## src/rtl/instr_loader_if.sv

```systemverilog
// Instruction-loader bus bundle.
//   Host stream : in_valid, in_data (host -> loader), in_ready (loader -> host)
//   Memory port : start_instr_b, read_or_write, addr_count, instr_in (loader -> npu)
// Handshake: a word transfers on a rising clk edge where in_valid && in_ready.
// in_data is only meaningful while in_valid is high. The host may raise
// in_valid at any time. in_valid does not depend on in_ready.
// Modports:
//   master : the loader (drives in_ready and the memory port)
//   slave  : the environment (host source plus npu memory)
interface instr_loader_if #(
  parameter int INSTR_W = 20,
  parameter int ADDR_W  = 6
);
  logic               in_valid;
  logic [INSTR_W-1:0] in_data;
  logic               in_ready;
  logic               start_instr_b;
  logic               read_or_write;
  logic [ADDR_W-1:0]  addr_count;
  logic [INSTR_W-1:0] instr_in;

  modport master (
    input  in_valid, in_data,
    output in_ready, start_instr_b, read_or_write, addr_count, instr_in
  );

  modport slave (
    output in_valid, in_data,
    input  in_ready, start_instr_b, read_or_write, addr_count, instr_in
  );
endinterface

```

## src/rtl/instr_loader.sv

```systemverilog
// instr_loader: host-side driver of the npu instruction memory port.
// It streams host words into addresses 0..len-1. It can then append the
// 20'hFFFFF terminator. After that it holds the port idle (ARMED) or in read
// mode (RUN), so that the npu sequencer executes the program.
// Ports:
//   clk_in, rst   clock; asynchronous active-high reset
//   load_start    pulse, begin loading load_len words
//   load_len      word count, 1..DEPTH-AUTO_TERM
//   run_start     pulse, start execution
//   run_stop      pulse, end execution
//   port          instr_loader_if.master (host stream + memory port)
//   busy          state is LOAD, TERM or RUN
//   loaded        a valid program is resident
//   load_done     1-cycle pulse in the cycle after the final write
//   err           1-cycle pulse on a rejected command
//   dbg_state     current FSM state (encoding of state_t)
// Every output is a register. The comb block computes the value for the next
// cycle, and the output registers then line up with the state register.
module instr_loader #(
  parameter int  DEPTH     = 64,
  parameter int  INSTR_W   = 20,
  parameter bit  AUTO_TERM = 1'b1,
  parameter int  RUN_MAX   = 0,
  localparam int ADDR_W    = $clog2(DEPTH),
  localparam int LEN_W     = $clog2(DEPTH + 1)
) (
  input  logic             clk_in,
  input  logic             rst,
  input  logic             load_start,
  input  logic [LEN_W-1:0] load_len,
  input  logic             run_start,
  input  logic             run_stop,
  instr_loader_if.master   port,
  output logic             busy,
  output logic             loaded,
  output logic             load_done,
  output logic             err,
  output logic [2:0]       dbg_state
);
  typedef enum logic [2:0] {
    ST_IDLE  = 3'd0,
    ST_LOAD  = 3'd1,
    ST_TERM  = 3'd2,
    ST_ARMED = 3'd3,
    ST_RUN   = 3'd4
  } state_t;

  localparam logic [LEN_W-1:0]   LEN_MAX   = LEN_W'(DEPTH - (AUTO_TERM ? 1 : 0));
  localparam logic [INSTR_W-1:0] TERM_WORD = '1;
  localparam logic [15:0]        CNT_LIMIT = 16'(RUN_MAX - 1);

  state_t             state_q, state_d;
  logic [ADDR_W-1:0]  wptr_q, wptr_d;
  logic [LEN_W-1:0]   len_q, len_d;
  logic [15:0]        cnt_q, cnt_d;
  logic               ceb_q, ceb_d, web_q, web_d;
  logic [ADDR_W-1:0]  addr_q, addr_d;
  logic [INSTR_W-1:0] data_q, data_d;
  logic               in_ready_q, in_ready_d;
  logic               loaded_q, loaded_d;
  logic               busy_q, busy_d;
  // final_q is high while the final write is on the port. load_done follows it by one cycle.
  logic               final_q, final_d;
  logic               done_q, err_q, err_d;
  logic               len_ok, last_word;

  always_comb begin
    state_d  = state_q;
    wptr_d   = wptr_q;
    len_d    = len_q;
    cnt_d    = cnt_q;
    ceb_d    = 1'b1;
    web_d    = 1'b1;
    addr_d   = '0;
    data_d   = '0;
    loaded_d = loaded_q;
    final_d  = 1'b0;
    err_d    = 1'b0;
    len_ok    = (load_len != '0) && (load_len <= LEN_MAX);
    last_word = ((LEN_W'(wptr_q) + LEN_W'(1)) == len_q);

    case (state_q)
      ST_IDLE, ST_ARMED: begin
        if (load_start && len_ok) begin
          len_d    = load_len;
          wptr_d   = '0;
          loaded_d = 1'b0;
          state_d  = ST_LOAD;
          err_d    = run_start;          // load wins over a simultaneous run
        end else begin
          if (load_start) err_d = 1'b1;  // out-of-range length
          if (run_start) begin
            if (state_q == ST_ARMED && loaded_q) begin
              if (!run_stop) begin       // start together with stop: stop wins
                state_d = ST_RUN;
                cnt_d   = '0;
                ceb_d   = 1'b0;
              end
            end else begin
              err_d = 1'b1;
            end
          end
        end
      end
      ST_LOAD: begin
        if (load_start || run_start) err_d = 1'b1;
        if (port.in_valid && in_ready_q) begin
          ceb_d  = 1'b0;
          web_d  = 1'b0;
          addr_d = wptr_q;
          data_d = port.in_data;
          wptr_d = wptr_q + ADDR_W'(1);
          if (last_word) begin
            if (AUTO_TERM) begin
              state_d = ST_TERM;
            end else begin
              state_d  = ST_ARMED;
              loaded_d = 1'b1;
              final_d  = 1'b1;
            end
          end
        end
      end
      ST_TERM: begin
        if (load_start || run_start) err_d = 1'b1;
        // len never exceeds DEPTH-1 here, so the truncation cannot wrap.
        ceb_d    = 1'b0;
        web_d    = 1'b0;
        addr_d   = ADDR_W'(len_q);
        data_d   = TERM_WORD;
        state_d  = ST_ARMED;
        loaded_d = 1'b1;
        final_d  = 1'b1;
      end
      ST_RUN: begin
        if (load_start || run_start) err_d = 1'b1;
        if (run_stop || (RUN_MAX != 0 && cnt_q == CNT_LIMIT)) begin
          state_d = ST_ARMED;
        end else begin
          ceb_d = 1'b0;
          cnt_d = (cnt_q == 16'hFFFF) ? cnt_q : cnt_q + 16'd1;
        end
      end
      default: state_d = ST_IDLE;
    endcase

    in_ready_d = (state_d == ST_LOAD);
    busy_d     = (state_d == ST_LOAD) || (state_d == ST_TERM) || (state_d == ST_RUN);
  end

  always_ff @(posedge clk_in or posedge rst) begin
    if (rst) begin
      state_q    <= ST_IDLE;
      wptr_q     <= '0;
      len_q      <= '0;
      cnt_q      <= '0;
      ceb_q      <= 1'b1;
      web_q      <= 1'b1;
      addr_q     <= '0;
      data_q     <= '0;
      in_ready_q <= 1'b0;
      loaded_q   <= 1'b0;
      busy_q     <= 1'b0;
      final_q    <= 1'b0;
      done_q     <= 1'b0;
      err_q      <= 1'b0;
    end else begin
      state_q    <= state_d;
      wptr_q     <= wptr_d;
      len_q      <= len_d;
      cnt_q      <= cnt_d;
      ceb_q      <= ceb_d;
      web_q      <= web_d;
      addr_q     <= addr_d;
      data_q     <= data_d;
      in_ready_q <= in_ready_d;
      loaded_q   <= loaded_d;
      busy_q     <= busy_d;
      final_q    <= final_d;
      done_q     <= final_q;
      err_q      <= err_d;
    end
  end

  assign port.start_instr_b = ceb_q;
  assign port.read_or_write = web_q;
  assign port.addr_count    = addr_q;
  assign port.instr_in      = data_q;
  assign port.in_ready      = in_ready_q;
  assign busy               = busy_q;
  assign loaded             = loaded_q;
  assign load_done          = done_q;
  assign err                = err_q;
  assign dbg_state          = state_q;
endmodule

```

## src/flat_wrapper.sv

```systemverilog
// flat-port wrapper written by rule: the top's interface ports become plain ports
module instr_loader_flat 
#(
  parameter int  DEPTH     = 64,
  parameter int  INSTR_W   = 20,
  parameter bit  AUTO_TERM = 1'b1,
  parameter int  RUN_MAX   = 0,
  localparam int ADDR_W    = $clog2(DEPTH),
  localparam int LEN_W     = $clog2(DEPTH + 1)
)
  (clk_in, rst, load_start, load_len, run_start, run_stop, busy, loaded, load_done, err, dbg_state, port_in_valid, port_in_data, port_in_ready, port_start_instr_b, port_read_or_write, port_addr_count, port_instr_in);
  instr_loader_if #(.INSTR_W(INSTR_W), .ADDR_W(6)) port_i ();
  input  logic clk_in;
  input  logic rst;
  input  logic load_start;
  input  logic [LEN_W-1:0] load_len;
  input  logic run_start;
  input  logic run_stop;
  output logic busy;
  output logic loaded;
  output logic load_done;
  output logic err;
  output logic [2:0] dbg_state;
  input wire logic [$bits(port_i.in_valid)-1:0] port_in_valid;
  input wire logic [$bits(port_i.in_data)-1:0] port_in_data;
  output wire logic [$bits(port_i.in_ready)-1:0] port_in_ready;
  output wire logic [$bits(port_i.start_instr_b)-1:0] port_start_instr_b;
  output wire logic [$bits(port_i.read_or_write)-1:0] port_read_or_write;
  output wire logic [$bits(port_i.addr_count)-1:0] port_addr_count;
  output wire logic [$bits(port_i.instr_in)-1:0] port_instr_in;
  assign port_i.in_valid = port_in_valid;
  assign port_i.in_data = port_in_data;
  assign port_in_ready = port_i.in_ready;
  assign port_start_instr_b = port_i.start_instr_b;
  assign port_read_or_write = port_i.read_or_write;
  assign port_addr_count = port_i.addr_count;
  assign port_instr_in = port_i.instr_in;
  instr_loader #(.DEPTH(DEPTH), .INSTR_W(INSTR_W), .AUTO_TERM(AUTO_TERM), .RUN_MAX(RUN_MAX)) u_core (.clk_in(clk_in), .rst(rst), .load_start(load_start), .load_len(load_len), .run_start(run_start), .run_stop(run_stop), .port(port_i), .busy(busy), .loaded(loaded), .load_done(load_done), .err(err), .dbg_state(dbg_state));
endmodule
```

## config.mk

```make
export PLATFORM = sky130hd
export DESIGN_NAME = instr_loader_flat
export DESIGN_NICKNAME = d
export VERILOG_FILES = /design/src/rtl/instr_loader_if.sv /design/src/rtl/instr_loader.sv /design/src/flat_wrapper.sv
export SDC_FILE = /design/constraint.sdc
export NUM_CORES = 1
export LEC_CHECK = 0
export CAP_MARGIN = 20
export CORE_ASPECT_RATIO = 1.75
export CORE_UTILIZATION = 42
export CTS_CLUSTER_DIAMETER = 150
export DETAILED_ROUTE_END_ITERATION = 8
export GPL_ROUTABILITY_DRIVEN = 0
export PLACE_DENSITY_LB_ADDON = 0.15
export SLEW_MARGIN = 25
export SYNTH_ARGS = -nofsm -noshare
export SYNTH_HDL_FRONTEND = slang
export SYNTH_SLANG_ARGS = --single-unit
```

## constraint.sdc

```tcl
create_clock -name clk_in -period 1.85 [get_ports clk_in]
set_clock_uncertainty 0.05 [all_clocks]
set_input_delay 0.37 -clock clk_in [delete_from_list [all_inputs] [get_ports clk_in]]
set_output_delay 0.37 -clock clk_in [all_outputs]
set_load 0.1 [all_outputs]
```

==> run_results.csv <==
group,metric,value,unit
synth,netlist_instances,193,
clock_tree,cts_tree,"built",
floorplan,die_w,56.8,microns
synth,synthArstFlopShare,100,%
final_layout,fillers,329,
power,leakage,1.81,nW
floorplan,die_h,97.9,microns
timing,slew_violations,0,
final_layout,drive_above_1_share,38.8,%
clock_tree,clk_latency,0.30,ns
floorplan,start_util,43.9,%
clock_tree,cts_buffers,5,
timing,finalWorstSetupSlack,-0.0895,ns
synth,ys_ff_latch,50,
status,status,"finished with violations",
floorplan,ioPinCount,69,
detailed_routing,viasPerCell,5.66,
detailed_routing,wire_per_inst,17.0,microns
timing,max-slew-margin-rel,68.9,%
final_layout,fin_nets,324,
global_routing,grt_usage,22.1,%
critical_path,cp.arrival,2.08,ns
clock_tree,clk_path_buf_depth,2,
synth,synth_warnings,0,
power,power.density,1870,nW/um^2
place,place_inst,331,
final_layout,final_util,75.9,%
critical_path,crit_type,"reg -> reg",
detailed_routing,route.detailed.drc,12,
critical_path,start_kind,"register",
synth,ys_seq_area_share,56.8,%
critical_path,required,1.99,ns
clock_tree,htree_num_levels,2,
global_routing,grt_pass1_wl,9.44,mm
power,ir_worst_vdd,0.946,mV
synth,ys.flop_type,"dfrtp_1",
timing,post-route-min-period,1.94,ns
clock_tree,clockRootBuffer,"clkbuf_8",
timing,tightest_slew,0.465,ns
detailed_routing,finalWirelength,5.86,mm
global_routing,first_global_vias,2046,
floorplan,rows,34,
global_routing,grt_start_max_net_pins,30,
critical_path,cp-end-kind,"register",
place,io_buffers,68,
synth,avgSynthCellArea,11.4,sq um
global_routing,antenna_found_initial,0,
detailed_routing,ant_nets,0,
detailed_routing,drtIter0Drc,48,
floorplan,die_area,5560,sq um
place,post-dp-hpwl,4.10,mm
timing,rsz0062_at_grt,"yes",
floorplan,core-area,5020,sq um
final_layout,diodes,0,
critical_path,crit_fanout,3,
timing,max_freq,0.516,GHz
detailed_routing,dr_total_vias,1952,
flow_run,cap_violations,0,
clock_tree,cts_sinks,50,
worst_hold_path,hold_class,"reg -> reg",
synth,synth_edf_count,0,
final_layout,final_cells,345,
global_routing,grt_overflow,0,
clock_tree,clk_pin_slew,0.09,ns
synth,syn_area,2210,sq um
status,violations,"design-rule violations, negative setup slack",
final_layout,areaGrowthSynthToFinish,72.7,%
timing,setup_viol,3,
synth,synthDistinctLibCells,43,
detailed_routing,firstDrtPassIters,6,
timing,hold_violations,0,
synth,syn_nets,227,
timing,final.period_utilization,105,%
flip-flops by register name (all words and copies together) (netlist names):
| register | cells |
|---|---|
| u_core.busy | 1 |
| u_core.load_done | 1 |
| u_core.final_q | 1 |
| u_core.dbg_state | 3 |
| u_core.len_q | 7 |
| u_core.wptr_q | 6 |
| u_core.port.in_ready | 1 |
| u_core.port.start_instr_b | 1 |
| u_core.port.read_or_write | 1 |
| u_core.port.addr_count | 6 |
| u_core.port.instr_in | 20 |
| u_core.err | 1 |
| u_core.loaded | 1 |
worst max-delay path, cell delays in order (launching register included):
cell	delay, ns
dfrtp_1	0.43
buf_6	0.12
nand3_4	0.06
o21a_1	0.21
or4_4	0.53
a2111oi_4	0.33
nor3_1	0.09
kinds of logic (layout without fill, tap and decap cells):
kind of cell             count (synthesis)  count (layout)  synth area share (%)
XOR/XNOR                                 7               7                  2.78
AND/OR/NAND/NOR                         43              43                  11.2
multiplexers                             6               6                  3.06
buffers and inverters                   17             115                  3.23
AO/OA/AOI/OAI                           69              69                  22.3
flip-flops                              50              50                  56.8
adder cells (fa/ha/maj)                  1               1                 0.567
repair_timing:
item                       4_1_cts  5_1_grt
setup endpoints to repair       16       43
setup buffers                    2        4
pin swaps                       11        8
hold endpoints to repair         0        0
hold buffers                     0        0
gates cloned                     0        0
gates resized for setup         16       12
stage by stage:
stage | TNS (ns) | hold WS, ns | power, mW | setup slack [ns] | instance area, sq um
after global placement | -6.92 | 0.281 | 6.13 | -0.575 | 3530
after floorplan | -0.0953 | 0.281 | 4.46 | -0.0402 | 2240
after detailed placement | -8.32 | 0.288 | 6.18 | -0.668 | 3530
after CTS | -0.230 | 0.308 | 7.03 | -0.103 | 3730
final | -0.180 | 0.305 | 7.12 | -0.0895 | 3810
after global routing | -0.395 | 0.321 | 7.40 | -0.162 | 3810
area by class of cell:
type                       instances  area, sq um  share of cell area, %
multi-input combinational        126         1010                   26.5
timing repair buffer             104         1350                   35.5
clock buffer                       6         82.6                   2.17
clock inverter                     2         12.5                  0.329
inverter                           3         11.3                  0.296
sequential                        50         1270                   33.4
tap                               54         67.6                   1.77
worst paths after layout:
path / start / endpoint / slack, ns / depth (start not counted)
max: u_core.wptr_q[1] / u_core.port.in_ready / -0.09 / 6
min: u_core.final_q / u_core.load_done / 0.31 / 0
max reg2reg: u_core.wptr_q[1] / u_core.port.in_ready / -0.09 / 6
min reg2reg: u_core.final_q / u_core.load_done / 0.31 / 0
max in group asynchronous: rst / u_core.port.read_or_write / 1.07 / 3
min in group asynchronous: rst / u_core.len_q[6] / 0.38 / 3
power breakdown:
part           leakage [nW]  total, mW  internal [mW]  switching, mW
combinational          1.12       4.63           1.81           2.82
clock                0.0472      0.656          0.301          0.355
sequential            0.642       1.84           1.48          0.354
placed cells by master, fill, tap and decap left out, drive strengths merged, types with 3 or more instances in the layout:
cell | Yosys | layout
buf | 6 | 72
dfrtp | 48 | 48
clkdlybuf4s50 | 0 | 28
a21o | 24 | 24
nor2 | 10 | 10
o21ai | 8 | 8
nand2 | 7 | 7
a21oi | 7 | 7
a22o | 6 | 6
mux2 | 6 | 6
clkbuf | 8 | 6
nor3 | 5 | 5
a31oi | 5 | 5
xor2 | 4 | 4
a211oi | 4 | 4
nand3 | 4 | 4
o21a | 3 | 3
o211ai | 3 | 3
xnor2 | 3 | 3
dlymetal6s2s | 0 | 3
nand2b | 3 | 3
or4 | 3 | 3
inv | 3 | 3
per-layer routing:
metal | track usage (%) | wire length (microns)
met5 | 0 | 0
met4 | 11.1 | 191
met3 | 4.11 | 299
met2 | 38.9 | 3250
met1 | 25.0 | 2110
synthesized netlist by cell type (all sizes together), types with 4 or more instances:
cell    instances  share of area, %
a22o            6               2.4
nor3            5               1.1
a31oi           5               1.4
nand3           4               1.5
dfrtp          48                54
clkbuf          8               1.4
a21oi           7               1.6
xor2            4               1.6
buf             6               1.4
a211oi          4               1.4
mux2            6               3.1
o21ai           8               1.8
a21o           24               8.2
nand2           7               1.2
nor2           10               1.7
Note: power is estimated with default switching activity, not from simulation.
